<file path="config.mk">
export PLATFORM = sky130hd
export DESIGN_NAME = mdr_mem_if
export DESIGN_NICKNAME = d
export VERILOG_FILES = /design/src/rtl/mdr_mem_if.sv
export SDC_FILE = /design/constraint.sdc
export NUM_CORES = 1
export LEC_CHECK = 0
export CORE_ASPECT_RATIO = 2
export CORE_MARGIN = 2
export CORE_UTILIZATION = 46
export DETAILED_ROUTE_END_ITERATION = 10
export PLACE_DENSITY = 0.81
export SYNTH_ARGS = -nofsm -noshare
export SYNTH_HDL_FRONTEND = slang
export SYNTH_SLANG_ARGS = --single-unit
export TNS_END_PERCENT = 100
</file>
<file path="constraint.sdc">
create_clock -name clock -period 2.7 [get_ports clock]
set_input_delay 0.54 -clock clock [delete_from_list [all_inputs] [get_ports clock]]
set_output_delay 0.54 -clock clock [all_outputs]
set_load 0.01 [all_outputs]
</file>
<file path="src/rtl/mdr_mem_if.sv">
// Memory data register that owns the memory-side req/ack handshake.
// It supports sized, lane-aligned and extended transfers, and detects misalignment and ack timeouts.
module mdr_mem_if #(
  parameter int DATA_WIDTH = 32,
  parameter int TIMEOUT    = 15,
  parameter int TO_W       = 4
) (
  input  logic                              clock,
  input  logic                              clear,
  input  logic [DATA_WIDTH-1:0]             bus_in,
  input  logic                              MDRin,
  input  logic                              MDRout,
  output logic [DATA_WIDTH-1:0]             bus_out,
  input  logic                              rd_start,
  input  logic                              wr_start,
  input  logic [1:0]                        size,
  input  logic                              sign_ext,
  input  logic [$clog2(DATA_WIDTH/8)-1:0]   offset,
  output logic                              mem_req,
  output logic                              mem_we,
  output logic [DATA_WIDTH/8-1:0]           mem_be,
  output logic [DATA_WIDTH-1:0]             mem_wdata,
  input  logic [DATA_WIDTH-1:0]             mem_rdata,
  input  logic                              mem_ack,
  output logic                              busy,
  output logic                              done,
  output logic                              err,
  output logic [DATA_WIDTH-1:0]             mdr
);

  localparam int BW = DATA_WIDTH / 8;
  localparam int OW = $clog2(BW);

  typedef enum logic [1:0] {IDLE, REQ, DONE, ERR} state_t;

  state_t          state, next;
  logic [TO_W-1:0] cnt;
  logic [1:0]      size_q;
  logic            sext_q;
  logic [OW-1:0]   off_q;
  logic            start, legal, timeout;
  logic [BW-1:0]   be_new;
  logic [DATA_WIDTH-1:0] shifted, rd_ext;

  assign start   = rd_start ^ wr_start;
  assign legal   = (size == 2'b00) ||
                   (size == 2'b01 && !offset[0]) ||
                   (size == 2'b10 && offset == '0);
  assign timeout = (cnt == TO_W'(TIMEOUT - 1));
  assign busy    = (state == REQ) || (state == DONE);
  assign bus_out = MDRout ? mdr : '0;

  always_comb begin
    be_new = '1;
    case (size)
      2'b00:   be_new = BW'(1) << offset;
      2'b01:   be_new = BW'(3) << offset;
      default: be_new = '1;
    endcase
  end

  // Read path uses the offset/size/sign latched at start, so the inputs may change mid-transaction.
  always_comb begin
    shifted = mem_rdata >> {off_q, 3'b000};
    case (size_q)
      2'b00:   rd_ext = {{(DATA_WIDTH-8){sext_q & shifted[7]}}, shifted[7:0]};
      2'b01:   rd_ext = {{(DATA_WIDTH-16){sext_q & shifted[15]}}, shifted[15:0]};
      default: rd_ext = shifted;
    endcase
  end

  always_comb begin
    next = state;
    case (state)
      IDLE: begin
        if (start)                    next = legal ? REQ : ERR;
        else if (rd_start && wr_start) next = ERR;
      end
      REQ: begin
        if (mem_ack)      next = DONE;
        else if (timeout) next = ERR;
      end
      DONE:    next = IDLE;
      ERR:     next = IDLE;
      default: next = IDLE;
    endcase
  end

  always_ff @(posedge clock or negedge clear) begin
    if (!clear) state <= IDLE;
    else        state <= next;
  end

  always_ff @(posedge clock or negedge clear) begin
    if (!clear) begin
      mdr       <= '0;
      cnt       <= '0;
      mem_req   <= 1'b0;
      mem_we    <= 1'b0;
      mem_be    <= '0;
      mem_wdata <= '0;
      done      <= 1'b0;
      err       <= 1'b0;
      size_q    <= 2'b00;
      sext_q    <= 1'b0;
      off_q     <= '0;
    end else begin
      done <= (next == DONE);
      case (state)
        IDLE: begin
          if (MDRin) mdr <= bus_in;
          if (start) err <= 1'b0;
          if (next == REQ) begin
            mem_req   <= 1'b1;
            mem_we    <= wr_start;
            mem_be    <= be_new;
            mem_wdata <= mdr << {offset, 3'b000};
            cnt       <= '0;
            size_q    <= size;
            sext_q    <= sign_ext;
            off_q     <= offset;
          end
        end
        REQ: begin
          if (mem_ack) begin
            mem_req <= 1'b0;
            if (!mem_we) mdr <= rd_ext;
          end else if (timeout) begin
            mem_req <= 1'b0;
          end else begin
            cnt <= cnt + 1'b1;
          end
        end
        default: ;
      endcase
      if (next == ERR) err <= 1'b1;
    end
  end

endmodule

</file>
==> results.toml <==
[cts]
cts_resized = 0
post_cts_buffers = 0
clock-sinks = 83
cts_root_buf = "clkbuf_16"
clkTransAtPathRegs_ns = 0.06
ctsHoldBuffers = 1
cts_tree = "done"
clkLatencyLatePin_ns = 0.33
htree_levels = 3
ctsLongestPathBuffers = 2
cts_buffers = 9

[timing]
setup_viol_count_final = 0
final_max_slew_viol_count = 0
worstMarginPinSlew_ns = 0.661
skew_ns = 0.00630
max_freq_mhz = 403
fin_tns_setup_ns = 0
rsz0062_at_grt = "false"
finalCritPeriodShare_pct = 91.8
hold_viol_final = 0
fin_crit_ns = 2.48
slew_headroom_pct = 56.0

[min_path]
hp-class = "flop to flop"

[yosys]
yosysTopAreaCell = "dfrtp_1"
postSynthCellCount = 518
synth_fp_nets = 599
yosysTopAreaCellShare_pct = 40.3
synth_edf_count = 0
synth_ff_type = "dfrtp_1"
async_reset_ff_share_pct = 100
synth_cell_types = 46
ys_ff_latch = 83
synth_area_sq_mm = 0.00515
syn_area_per_cell_sq_um = 9.94
yosys-top-cells-area = "dfrtp_1, mux2i_1, mux2_2"
yosysSeqAreaShare_pct = 40.3
synth_warnings = 0

[detailed_routing]
vias_per_cell = 5.97
drt_iter0_drc = 341
drtPass1Iterations = 5
wl_per_cell_microns = 20.6
ant_nets = 0
drc_errors = 0
wl_microns = 17300
vias = 5022

[critical_path]
cp-end-kind = "output port"
cp-startpoint = "MDRout"
crit_fanout = 18
cp.required_ns = 2.16
r2r-start = "state[1]"
critical_path_class = "input port to output port"
ff2ff_path_depth = 7
r2r_slack_ns = 0.55
start_kind = "input port"
arrival_ns = 1.94
timing.rr.end = "mdr[17]"
setup.worst_path.end = "bus_out[29]"

[power_and_ir_drop]
p_per_area_mw_per_mm2 = 1130
vdd_ir_drop_max_uv = 650
p_leak_uw = 0.00314

[placement]
port_buffers = 180
place.gp.congestion = 0.930
dp_hpwl_microns = 13400

[global_routing]
grt.overflow.total = 0
grtUsageTotal_pct = 29.3
grt_pass1_wl_microns = 27400
grt_antenna_before_repair = 0
grt_pass1_vias = 5235
grt_max_degree = 80

[layout]
final_util_pct = 68.7
n_antenna_cell = 0
drive_gt1_share_pct = 14.1
finalNetCount = 777
area_delta_synth_final_pct = 45.2

[run]
drv_cap = 0

[die]
io_pins = 181
die_h_microns = 154
dieArea_sq_mm = 0.0121
start_util_pct = 47.3
num_rows = 54
core_sq_mm = 0.0109
die_w_microns = 78.8

[status]
outcome = "completed"
how the worst min path moves through the flow:
| stage | end | slack [ns] | cells after the start | start |
|---|---|---|---|---|
| after detailed placement | state[0] | 0.35 | 1 | clear |
| after global routing | mem_wdata[4] | 0.52 | 1 | mem_wdata[4] |
| after CTS | mem_wdata[7] | 0.49 | 1 | mem_wdata[7] |
| final | mem_wdata[7] | 0.49 | 1 | mem_wdata[7] |
| after global placement | done | 0.35 | 1 | clear |
| after floorplan | cnt[0] | 0.24 | 0 | clear |
through the flow:
step | power (uW) | instance area [sq um] | std cells | setup slack, ns | hold WS [ns]
after floorplan | 4910 | 5150 | 518 | 0.324 | 0.244
after global routing | 8980 | 7480 | 841 | 0.133 | 0.519
after detailed placement | 7250 | 7170 | 824 | -0.100 | 0.352
final | 8480 | 7480 | 841 | 0.222 | 0.494
after global placement | 7100 | 7170 | 824 | -0.0483 | 0.350
after CTS | 8490 | 7480 | 841 | 0.219 | 0.494
worst max-delay path, stage by stage:
cell	delay (ns)
clkdlybuf4s50_1	0.48
buf_4	0.21
and2_1	0.16
clkdlybuf4s50_1	0.54
cells in the final DEF, fill, tap and decap left out, types with 8 or more instances in the layout:
cell,Yosys,layout
buf_4,0,23
a211oi_1,8,8
mux2_2,22,22
dfrtp_1,83,83
clkdlybuf4s50_1,0,179
a21bo_2,8,8
nand4_1,9,9
and2_1,34,34
a32o_1,8,8
a21oi_1,33,32
nand2_1,39,39
nor2_1,47,47
a221oi_1,17,17
o21ai_0,29,29
mux2i_1,35,35
nor3b_1,10,10
nor2b_1,14,14
clkbuf_16,0,9
mux2_4,12,12
Yosys cell counts, types with 2 or more instances:
cell       number
a21oi_1        33
ha_1            5
a211oi_1        8
nand2b_1        4
nor2b_1        14
o21ai_0        29
mux4_2          7
inv_1           7
a221oi_1       17
nand3b_1        4
or4b_4          2
nand2_1        39
nor3b_1        10
nand4_1         9
and2_1         34
a32o_1          8
buf_1           7
o2bb2ai_1       7
buf_2           8
and3_1          5
mux2_4         12
mux2_2         22
or2_2           2
mux2i_1        35
a21bo_2         8
nor2_1         47
dfrtp_1        83
a41oi_1         3
mux2_1          3
buf_6           3
a221o_1         3
a31oi_1         5
clkbuf_1       21
o22ai_1         2
cells by family after synthesis:
group | count (synthesis) | synth area share (%)
buffers and inverters | 46 | 3.99
flip-flops | 83 | 40.3
AO/OA/AOI/OAI | 131 | 18.0
AND/OR/NAND/NOR | 174 | 17.7
multiplexers | 79 | 18.8
adder cells (fa/ha/maj) | 5 | 1.22
where the power goes:
group	internal (uW)	total [uW]	switching, uW
Sequential	1830	2680	848
Clock	737	1210	477
Combinational	2540	4580	2050
Total	5100	8480	3370
state kept, by name (all words and copies together), names as in the netlist:
name and count:
mdr 32, off_q 2, mem_we 1, size_q 2
sext_q 1, done 1, state 2, err 1
cnt 4, mem_be 4, mem_wdata 32, mem_req 1
cell type report:
class / count / area (sq um)
repair buffers: 206 / 2030
well taps: 140 / 175
flip-flops and latches: 83 / 2080
clock inverters: 5 / 52.6
inverters: 7 / 26.3
multi-input cells: 389 / 2870
clock buffers: 11 / 243
fillers: 843 / 3400
per-layer routing:
metal / vias to the layer above / track usage [%] / wire [microns]
li1: 2255 / - / -
met1: 2433 / 31.9 / 6000
met2: 265 / 50.9 / 9160
met3: 69 / 3.93 / 874
met4: 0 / 21.3 / 1310
met5: - / 0 / 0
No activity file was read; power rests on OpenSTA's default activity.
